`config.mk`:
```
export PLATFORM = sky130hd
export DESIGN_NAME = keypad_scan_ctrl
export DESIGN_NICKNAME = d
export VERILOG_FILES = /design/src/rtl/keypad_pkg.sv /design/src/rtl/scan_tick_gen.sv /design/src/rtl/keypad_scan_ctrl.sv
export SDC_FILE = /design/constraint.sdc
export NUM_CORES = 1
export LEC_CHECK = 0
export CORE_ASPECT_RATIO = 0.75
export CORE_UTILIZATION = 52
export DETAILED_ROUTE_END_ITERATION = 12
export PLACE_DENSITY = 0.81
export SYNTH_ARGS = -nofsm -noshare
export SYNTH_HDL_FRONTEND = slang
export SYNTH_HIERARCHICAL = 1
export SYNTH_SLANG_ARGS = --single-unit
```
`constraint.sdc`:
```
create_clock -name clk -period 1.86 [get_ports clk]
set_input_delay 0.372 -clock clk [delete_from_list [all_inputs] [get_ports clk]]
set_output_delay 0.372 -clock clk [all_outputs]
set_load 0.01 [all_outputs]
```
`src/rtl/keypad_pkg.sv`:
```
// Shared types and key-code mapping for the 4x4 keypad scanner.
package keypad_pkg;

  typedef enum logic [2:0] {SCAN, DEBOUNCE, PRESS, HOLD, RELEASE} kp_state_t;

  localparam logic [3:0] KEY_STAR = 4'hE;
  localparam logic [3:0] KEY_HASH = 4'hF;

  function automatic logic [3:0] key_map(input logic [1:0] row, input logic [1:0] col);
    logic [3:0] code;
    unique case ({row, col})
      4'b00_00: code = 4'h1;
      4'b00_01: code = 4'h2;
      4'b00_10: code = 4'h3;
      4'b00_11: code = 4'hA;
      4'b01_00: code = 4'h4;
      4'b01_01: code = 4'h5;
      4'b01_10: code = 4'h6;
      4'b01_11: code = 4'hB;
      4'b10_00: code = 4'h7;
      4'b10_01: code = 4'h8;
      4'b10_10: code = 4'h9;
      4'b10_11: code = 4'hC;
      4'b11_00: code = KEY_STAR;
      4'b11_01: code = 4'h0;
      4'b11_10: code = KEY_HASH;
      default:  code = 4'hD;
    endcase
    return code;
  endfunction

endpackage

```
`src/rtl/scan_tick_gen.sv`:
```
// Free-running divider producing a one-cycle tick every CLK_FREQ/SCAN_FREQ clocks.
module scan_tick_gen #(
  parameter int unsigned CLK_FREQ  = 27_000_000,
  parameter int unsigned SCAN_FREQ = 1_000
) (
  input  logic clk,
  input  logic rst,
  output logic tick
);

  localparam int unsigned TickDiv = CLK_FREQ / SCAN_FREQ;
  localparam int unsigned CntW    = (TickDiv > 1) ? $clog2(TickDiv) : 1;
  localparam logic [CntW-1:0] CntMax = CntW'(TickDiv - 1);

  logic [CntW-1:0] r_cnt;
  logic            w_wrap;

  assign w_wrap = (r_cnt == CntMax);
  assign tick   = w_wrap;

  always_ff @(posedge clk or negedge rst) begin
    if (!rst) begin
      r_cnt <= '0;
    end else if (w_wrap) begin
      r_cnt <= '0;
    end else begin
      r_cnt <= r_cnt + 1'b1;
    end
  end

endmodule

```
`src/rtl/keypad_scan_ctrl.sv`:
```
// 4x4 keypad row scanner with press/release debounce and a valid/ready key output.
module keypad_scan_ctrl
  import keypad_pkg::*;
#(
  parameter int unsigned CLK_FREQ  = 27_000_000,
  parameter int unsigned SCAN_FREQ = 1_000,
  parameter int unsigned DEB_TICKS = 10
) (
  input  logic       clk,
  input  logic       rst,
  input  logic [3:0] col_n,
  output logic [3:0] row_n,
  output logic [3:0] key_code,
  output logic       key_valid,
  input  logic       key_ready,
  output logic       overrun
);

  localparam int unsigned DebW = $clog2(DEB_TICKS + 1);
  localparam logic [DebW-1:0] DebMax = DebW'(DEB_TICKS);
  localparam logic [DebW-1:0] DebOne = DebW'(1);

  logic            w_tick;
  logic [3:0]      r_col_s1, r_col_s2;
  kp_state_t       r_state, w_state_d;
  logic [1:0]      r_row_idx, w_row_idx_d;
  logic [1:0]      r_col_idx, w_col_idx_d;
  logic [DebW-1:0] r_deb_cnt, w_deb_cnt_d, w_deb_inc;
  logic [3:0]      r_row_n;
  logic [3:0]      r_key_code, w_key_code_d;
  logic            r_key_valid, w_key_valid_d;
  logic            r_overrun, w_overrun_d;
  logic            w_all_high;
  logic [1:0]      w_low_col;

  scan_tick_gen #(
    .CLK_FREQ (CLK_FREQ),
    .SCAN_FREQ(SCAN_FREQ)
  ) u_tick (
    .clk (clk),
    .rst (rst),
    .tick(w_tick)
  );

  assign w_all_high = (r_col_s2 == 4'b1111);
  assign w_deb_inc  = (r_deb_cnt >= DebMax) ? DebMax : r_deb_cnt + 1'b1;

  // Lowest-index active column wins when several are low.
  always_comb begin
    w_low_col = 2'd3;
    if (!r_col_s2[0])      w_low_col = 2'd0;
    else if (!r_col_s2[1]) w_low_col = 2'd1;
    else if (!r_col_s2[2]) w_low_col = 2'd2;
  end

  always_comb begin
    w_state_d     = r_state;
    w_row_idx_d   = r_row_idx;
    w_col_idx_d   = r_col_idx;
    w_deb_cnt_d   = r_deb_cnt;
    w_key_code_d  = r_key_code;
    w_key_valid_d = r_key_valid;
    w_overrun_d   = 1'b0;

    if (r_key_valid && key_ready) w_key_valid_d = 1'b0;

    unique case (r_state)
      SCAN: if (w_tick) begin
        if (w_all_high) begin
          w_row_idx_d = r_row_idx + 1'b1;
        end else begin
          w_col_idx_d = w_low_col;
          w_deb_cnt_d = DebOne;
          w_state_d   = DEBOUNCE;
        end
      end
      DEBOUNCE: if (w_tick) begin
        if (!r_col_s2[r_col_idx]) begin
          w_deb_cnt_d = w_deb_inc;
          if (w_deb_inc == DebMax) w_state_d = PRESS;
        end else begin
          w_row_idx_d = r_row_idx + 1'b1;
          w_state_d   = SCAN;
        end
      end
      // A same-cycle handshake frees the slot, so the new key loads without overrun.
      PRESS: begin
        if (!r_key_valid || key_ready) begin
          w_key_code_d  = key_map(r_row_idx, r_col_idx);
          w_key_valid_d = 1'b1;
        end else begin
          w_overrun_d = 1'b1;
        end
        w_state_d = HOLD;
      end
      HOLD: if (w_tick && w_all_high) begin
        w_deb_cnt_d = DebOne;
        w_state_d   = RELEASE;
      end
      RELEASE: if (w_tick) begin
        if (w_all_high) begin
          w_deb_cnt_d = w_deb_inc;
          if (w_deb_inc == DebMax) begin
            w_row_idx_d = r_row_idx + 1'b1;
            w_state_d   = SCAN;
          end
        end else begin
          w_state_d = HOLD;
        end
      end
      default: w_state_d = SCAN;
    endcase
  end

  always_ff @(posedge clk or negedge rst) begin
    if (!rst) begin
      r_col_s1    <= 4'b1111;
      r_col_s2    <= 4'b1111;
      r_state     <= SCAN;
      r_row_idx   <= 2'd0;
      r_col_idx   <= 2'd0;
      r_deb_cnt   <= '0;
      r_row_n     <= 4'b1110;
      r_key_code  <= 4'h0;
      r_key_valid <= 1'b0;
      r_overrun   <= 1'b0;
    end else begin
      r_col_s1    <= col_n;
      r_col_s2    <= r_col_s1;
      r_state     <= w_state_d;
      r_row_idx   <= w_row_idx_d;
      r_col_idx   <= w_col_idx_d;
      r_deb_cnt   <= w_deb_cnt_d;
      r_row_n     <= ~(4'b0001 << w_row_idx_d);
      r_key_code  <= w_key_code_d;
      r_key_valid <= w_key_valid_d;
      r_overrun   <= w_overrun_d;
    end
  end

  assign row_n     = r_row_n;
  assign key_code  = r_key_code;
  assign key_valid = r_key_valid;
  assign overrun   = r_overrun;

endmodule
```
==> metrics.yaml, run 1 <==
place:
  place.gp.congestion: 0.822
  dpl_worst_slack_ns: -0.0357
  dp.cells: 303
  hpwl_um: 3090
  portBuffers: 16
logic_synthesis:
  yosysWarningCount: 6
  synth_top_family_by_area: "simple AND/OR/NAND/NOR gates"
  synthAdderAreaFrac_pct: 4.38
  synth_compound_area_share_pct: 13.2
  synthTopCellsByArea: "dfrtp_1, dfstp_2, ha_1, o21ai_0, nand2_1"
  synthSimpleGateAreaFrac_pct: 21.7
  netlist_area_um2: 2280
  synth-edff-count: 0
  yosys.area.top_type_share_pct: 36.2
  synth_area_per_cell_um2: 10.5
  synthArstFlopShare_pct: 100
  synth_cell_type_count: 55
  muxShareOfSynthArea_pct: 4.60
  syn_inst: 217
  synth_top_area_cell: "dfrtp_1"
  synthFlopType: "dfrtp_1"
  synth_nets: 232
  ys_seq_area_share_pct: 48.8
  ys_ff_latch: 44
  synthXorXnorAreaFrac_pct: 4.22
sta:
  setup_slack_ns: -0.0406
  tightestPinTransition_ns: 0.531
  period_minus_slack_ns: 1.90
  finalHoldViolCount: 0
  clock_skew_ns: 0.00324
  rsz0062_at_grt: "yes"
  slew_viol_final: 0
  hold_ws_ns: 0.131
  finalSetupViolations: 4
  slew_headroom_pct: 64.6
  period_share_pct: 102
  max_freq_mhz: 526
detailed_routing:
  drc: 0
  wirelength_um: 4510
  vias_per_cell: 5.55
  wl_per_cell_um: 14.4
  dr.first_iter.drc_count: 51
  firstDrtPassIters: 4
  via_count: 1743
  ant_nets: 0
layout:
  final_cell_mix: "dfrtp_1, buf_4, nand2_1, nor2_1, clkdlybuf4s50_1"
  layout.nets: 273
  synthToLayoutAreaGrowth_pct: 23.6
  diodes: 0
  instances_no_fill: 314
  final_common_cell: "dfrtp_1"
  drive_gt1_share_pct: 27.0
critical_path:
  r2r_cells: 6
  worstSetupEndpoint: "r_state[0]"
  cp_cell_sequence: "ha_2 -> or3b_1 -> a211o_1 -> nand2_2 -> nor2_1 -> a311o_1"
  startpoint: "r_deb_cnt[1]"
  cp.required_ns: 2.04
  critPathSlowestCell: "dfrtp_1"
  worst-path-max-fanout: 3
  worst_path_largest_cell_delay_ns: 0.39
  r2r_setup_slack_ns: -0.04
  r2r_start: "r_deb_cnt[1]"
  timing.rr.end: "r_state[0]"
  start_kind: "flip-flop"
  end_kind: "flip-flop"
  arrival_ns: 2.08
  path_class: "flip-flop to flip-flop"
cts:
  cts_made_buffers: 5
  clock_sinks: 44
  h-tree-depth: 2
  clk_pin_slew_ns: 0.08
  clk_latency_ns: 0.30
  clock_path_buffers: 2
  cts_root_buf: "clkbuf_8"
  cts-hold-fix-buffers: 0
  cts_tree: "built"
global_route:
  track_usage_pct: 21.4
  grt_max_degree: 45
  overflow: 0
  grt_pass1_wl_um: 7460
  antenna_found_initial: 0
  grt_pass1_vias: 1659
status:
  violations: "setup timing"
  status: "finished with violations"
floorplanning:
  die_y_um: 59.4
  die_w_um: 78.5
  core_area_um2: 4130
  start_util_pct: 55.3
  rows: 20
  io_pins: 17
  die-area_um2: 4660
flow_run:
  cap_violations: 0
pwr:
  p_leak_nw: 1.23
  peakVddDrop_v: 0.000555
  p_per_area_nw_per_um2: 571
worst_hold_path:
  min_path_type: "input port to async pin"
==> worst max-delay path: cells and delay by family, from the launching register on <==
kind                     cells  cell delay (ns)
AO/OA/AOI/OAI                2             0.68
adder cells (fa/ha/maj)      1             0.19
AND/OR/NAND/NOR              3             0.54
flip-flops                   1             0.39
==> where the power goes <==
part | total, mW | switching (mW) | internal [mW]
clock | 0.592 | 0.330 | 0.262
combinational | 0.0429 | 0.0262 | 0.0168
sequential | 0.978 | 0.00636 | 0.972
total | 1.61 | 0.362 | 1.25
==> cell families (layout without fill, tap and decap cells) <==
group / count (synthesis) / in the layout
adders and majority gates: 8 / 8
AOI/OAI and AO/OA: 44 / 44
xor gates and xnor gates: 11 / 11
DFF: 44 / 44
buffers and inverters: 16 / 58
and+or+nand+nor: 86 / 86
muxes: 8 / 8
==> synth_stat cells, drive strengths merged, types with 2 or more instances <==
library cell,n
clkbuf,3
nand2,20
o211ai,2
and4,3
dfstp,11
and3b,2
nor2b,4
a21o,3
nor4b,2
o2bb2ai,2
dfrtp,33
nand3,7
nor3,5
o21ai,19
nor2,16
a21oi,8
ha,8
inv,8
buf,5
nand2b,5
o31ai,2
nand3b,3
mux2i,7
xor2,7
nand4,6
xnor2,4
nor3b,2
and3,5
==> how the worst min path moves through the flow <==
stage                start               end  slack [ns]
3_5_place_dp   r_col_s1[0]       r_col_s2[0]        0.35
5_1_grt                rst  u_tick/r_cnt[12]        0.18
6_report               rst      r_deb_cnt[3]        0.13
4_1_cts                rst       key_code[1]        0.16
2_1_floorplan          rst       key_code[0]        0.08
3_3_place_gp   r_col_s1[1]       r_col_s2[1]        0.35
==> through the flow <==
| stage | power (mW) | TNS, ns | utilization [%] | cell area [um^2] |
|---|---|---|---|---|
| 2_1_floorplan | 1.00 | -0.0169 | - | 2320 |
| 5_1_grt | 1.68 | -0.677 | 68.4 | 2820 |
| 4_1_cts | 1.63 | -0.0825 | 67.1 | 2770 |
| 3_5_place_dp | 1.04 | -0.109 | 64.3 | 2660 |
| 3_3_place_gp | 1.04 | 0 | 64.3 | 2660 |
| 6_report | 1.61 | -0.0802 | 68.4 | 2820 |
==> repair_timing <==
item,CTS,global route
gates resized for setup,4,11
pin swaps,0,13
gates cloned,0,0
setup buffers,1,2
endpoints found under the setup margin,6,14
==> layout make-up <==
type | instances | area (um^2)
flip-flops and latches | 44 | 1110
fillers | 315 | 1310
inverters | 8 | 30.0
repair buffers | 42 | 354
clock buffers | 5 | 68.8
multi-input cells | 157 | 1170
well taps | 55 | 68.8
clock inverters | 3 | 18.8
==> state kept, by name, summed over array words and instances (netlist names) <==
name	count
r_col_s2	4
overrun	1
key_code	4
r_row_idx	2
row_n	4
r_deb_cnt	4
key_valid	1
r_state	3
r_col_idx	2
u_tick/r_cnt	15
r_col_s1	4
==> per-layer routing <==
metal	track usage [%]	up-vias	routed length [um]
met5	0	-	0
met4	9.79	0	102
met3	4.92	12	144
met2	33.4	30	2100
met1	28.7	850	2170
li1	-	851	-
(Power assumes the default switching activity.)
==> run 2: changes to the inputs <==
PLACE_DENSITY = default   (was 0.81)
PLACE_DENSITY_LB_ADDON = 0.12   (was default)
==> run 2 against run 1 <==
Net effect: the run now ends clean; non-clock buffer count fell by 4; first-iteration DRC count grew 150%; core utilization fell by 0.24 points; sequential power barely moved; sequential share of layout area rose by 0.14 points; critical path depth did not move; total power up 7.4%; cell area shrank 0.35%; global-route usage shrank 0.17 points; hold slack worse by 0.11 ns; critical endpoint is now r_row_idx[1]; highest routed layer unchanged.
==> metrics.yaml, run 2 (synthesis gave the netlist of run 1 again) <==
sta:
  period_share_pct: 98.4  # -3.8 points
  slew_headroom_pct: 68.7  # +4.1 points
  fin_tns_setup_ns: 0  # +0.0802 ns
  rsz0062_at_grt: "yes"
  finalHoldViolCount: 0  # unchanged
  setup_slack_ns: 0.0305  # +0.0711 ns
  finalSetupViolations: 0  # -4
  tightestPinTransition_ns: 0.470  # -0.0615 ns
  clock_skew_ns: 0.00797  # +0.00473 ns
  hold_ws_ns: 0.0197  # -0.112 ns
  slew_viol_final: 0  # unchanged
  period_minus_slack_ns: 1.83  # -0.0711 ns
  max_freq_mhz: 547  # +3.9%
layout:
  synthToLayoutAreaGrowth_pct: 23.2
  fin_util_pct: 68.1  # -0.24 points
  diodes: 0  # unchanged
  seq_area_um2: 1110  # unchanged
  largest_register: "u_tick/r_cnt"
  nFillCells: 314  # -0.32%
  finalInstanceArea_um2: 2810  # -0.35%
  largest_register_ff_count: 15  # unchanged
  final_cell_mix: "dfrtp_1, buf_4, nand2_1"
  final_common_cell: "dfrtp_1"
  multi_input_area_um2: 1150  # -1.1%
  layout.nets: 269  # -1.5%
  drive_gt1_share_pct: 25.5  # -1.5 points
pwr:
  p_per_area_nw_per_um2: 616  # +7.8%
  p_leak_nw: 1.22  # -0.75%
  peakVddDrop_v: 0.000533  # -3.8%
floorplanning:
  rows: 20  # unchanged
  core_area_um2: 4130  # unchanged
  die-area_um2: 4660  # unchanged
  die_y_um: 59.4  # unchanged
  io_pins: 17  # unchanged
  die_w_um: 78.5  # unchanged
  start_util_pct: 55.3  # unchanged
critical_path:
  cp_cell_sequence: "ha_2 -> or3b_1 -> a211o_1 -> a21oi_2 -> nor3b_2 -> a21o_1"
  arrival_ns: 2.03  # -0.05 ns
  r2r_start: "r_deb_cnt[1]"
  startpoint: "r_deb_cnt[1]"
  timing.rr.end: "r_row_idx[1]"
  start_kind: "flip-flop"
  path_class: "flip-flop to flip-flop"
  r2r_cells: 6  # unchanged
  worst-path-max-fanout: 3  # unchanged
  cp.required_ns: 2.06  # +0.02 ns
  end_kind: "flip-flop"
  r2r_setup_slack_ns: 0.03  # +0.07 ns
  critPathSlowestCell: "dfrtp_1"
  worst_path_largest_cell_delay_ns: 0.40  # about the same
flow_run:
  cap_violations: 0  # unchanged
cts:
  clock_sinks: 44  # unchanged
  clk_pin_slew_ns: 0.08  # about the same
  cts_tree: "built"
  cts_root_buf: "clkbuf_8"
  clock_path_buffers: 2  # unchanged
  cts_made_buffers: 5  # unchanged
  cts-hold-fix-buffers: 0  # unchanged
  clk_latency_ns: 0.30  # about the same
  h-tree-depth: 2  # unchanged
detailed_routing:
  via_count: 1731  # -0.69%
  dr.first_iter.drc_count: 125  # +150%
  ant_nets: 0  # unchanged
  highest_layer: "met4"
  wl_met1_um: 2100  # -3.1%
  wirelength_um: 4490  # -0.55%
  wl_met2_um: 2120  # +1.0%
  firstDrtPassIters: 4  # unchanged
  vias_per_cell: 5.58  # +0.59%
  drc: 0  # unchanged
  route.met3.wl_um: 195  # +35%
  wl_per_cell_um: 14.5  # +0.73%
place:
  placed_cell_area_um2: 2640  # -0.66%
  hpwl_um: 3190  # +3.4%
  portBuffers: 16  # unchanged
  dpl_worst_slack_ns: -0.0102  # +0.0255 ns
  place.gp.congestion: 0.880  # +7.1%
global_route:
  antenna_found_initial: 0  # unchanged
  overflow: 0  # unchanged
  grt_pass1_wl_um: 7410  # -0.64%
  track_usage_pct: 21.2  # -0.17 points
  grt_max_degree: 25  # -44%
  grt_pass1_vias: 1635  # -1.4%
worst_hold_path:
  min_path_type: "input port to async pin"
status:
  status: "completed"
## run 2: changes by cell type in the layout (fill, tap and decap cells not counted), sizes merged
cell,before,now
buf,27,23
clkbuf,5,6
clkinv,3,1
bufinv,0,1
## run 2: final cells by class
type / instances / share of cell area [%]
repair buffers: 38 / 12.0
flip-flops and latches: 44 / 39.6
well taps: 55 / 2.45
inverters: 8 / 1.07
multi-input cells: 157 / 41.1
clock inverters: 2 / 1.25
clock buffers: 6 / 2.58
## run 2: critical path, delay by kind of cell, from the launching register on
| kind | cells | cell delay, ns |
|---|---|---|
| fa+ha+maj | 1 | 0.19 |
| flops | 1 | 0.40 |
| simple gates | 2 | 0.43 |
| compound gates | 3 | 0.73 |
## run 2: where the power goes
part	total (mW)	switching, mW	internal (mW)
clock network	0.708	0.310	0.398
logic	0.0452	0.0258	0.0195
registers	0.978	0.00617	0.972
total	1.73	0.342	1.39
## run 2: stage by stage
stage                     std cells  power [mW]
after global routing            310        1.81
final                           310        1.73
after CTS                       308        1.75
after floorplan                 217        1.00
after detailed placement        299        1.04
after global placement          299        1.04
## run 2: how the worst max path moves through the flow
| stage | end | slack, ns |
|---|---|---|
| after floorplan | r_deb_cnt[3] | -0.02 |
| after global placement | r_deb_cnt[3] | 0.02 |
| after detailed placement | r_deb_cnt[3] | -0.01 |
| after CTS | r_row_idx[1] | 0.00006 |
| after global routing | r_deb_cnt[3] | -0.02 |
| final | r_row_idx[1] | 0.03 |
## run 2: repair_timing
action / CTS / global route
pin swaps: 1 / 8
setup endpoints to repair: 4 / 10
buffers inserted: 1 / 2
gates resized for setup: 2 / 10
## run 2: metal layers
| metal | vias to the layer above | GRT usage [%] |
|---|---|---|
| met1 | 835 | 29.8 |
| met3 | 7 | 4.62 |
| met4 | 0 | 9.26 |
| met2 | 44 | 32.0 |
| met5 | - | 0 |
| li1 | 845 | - |
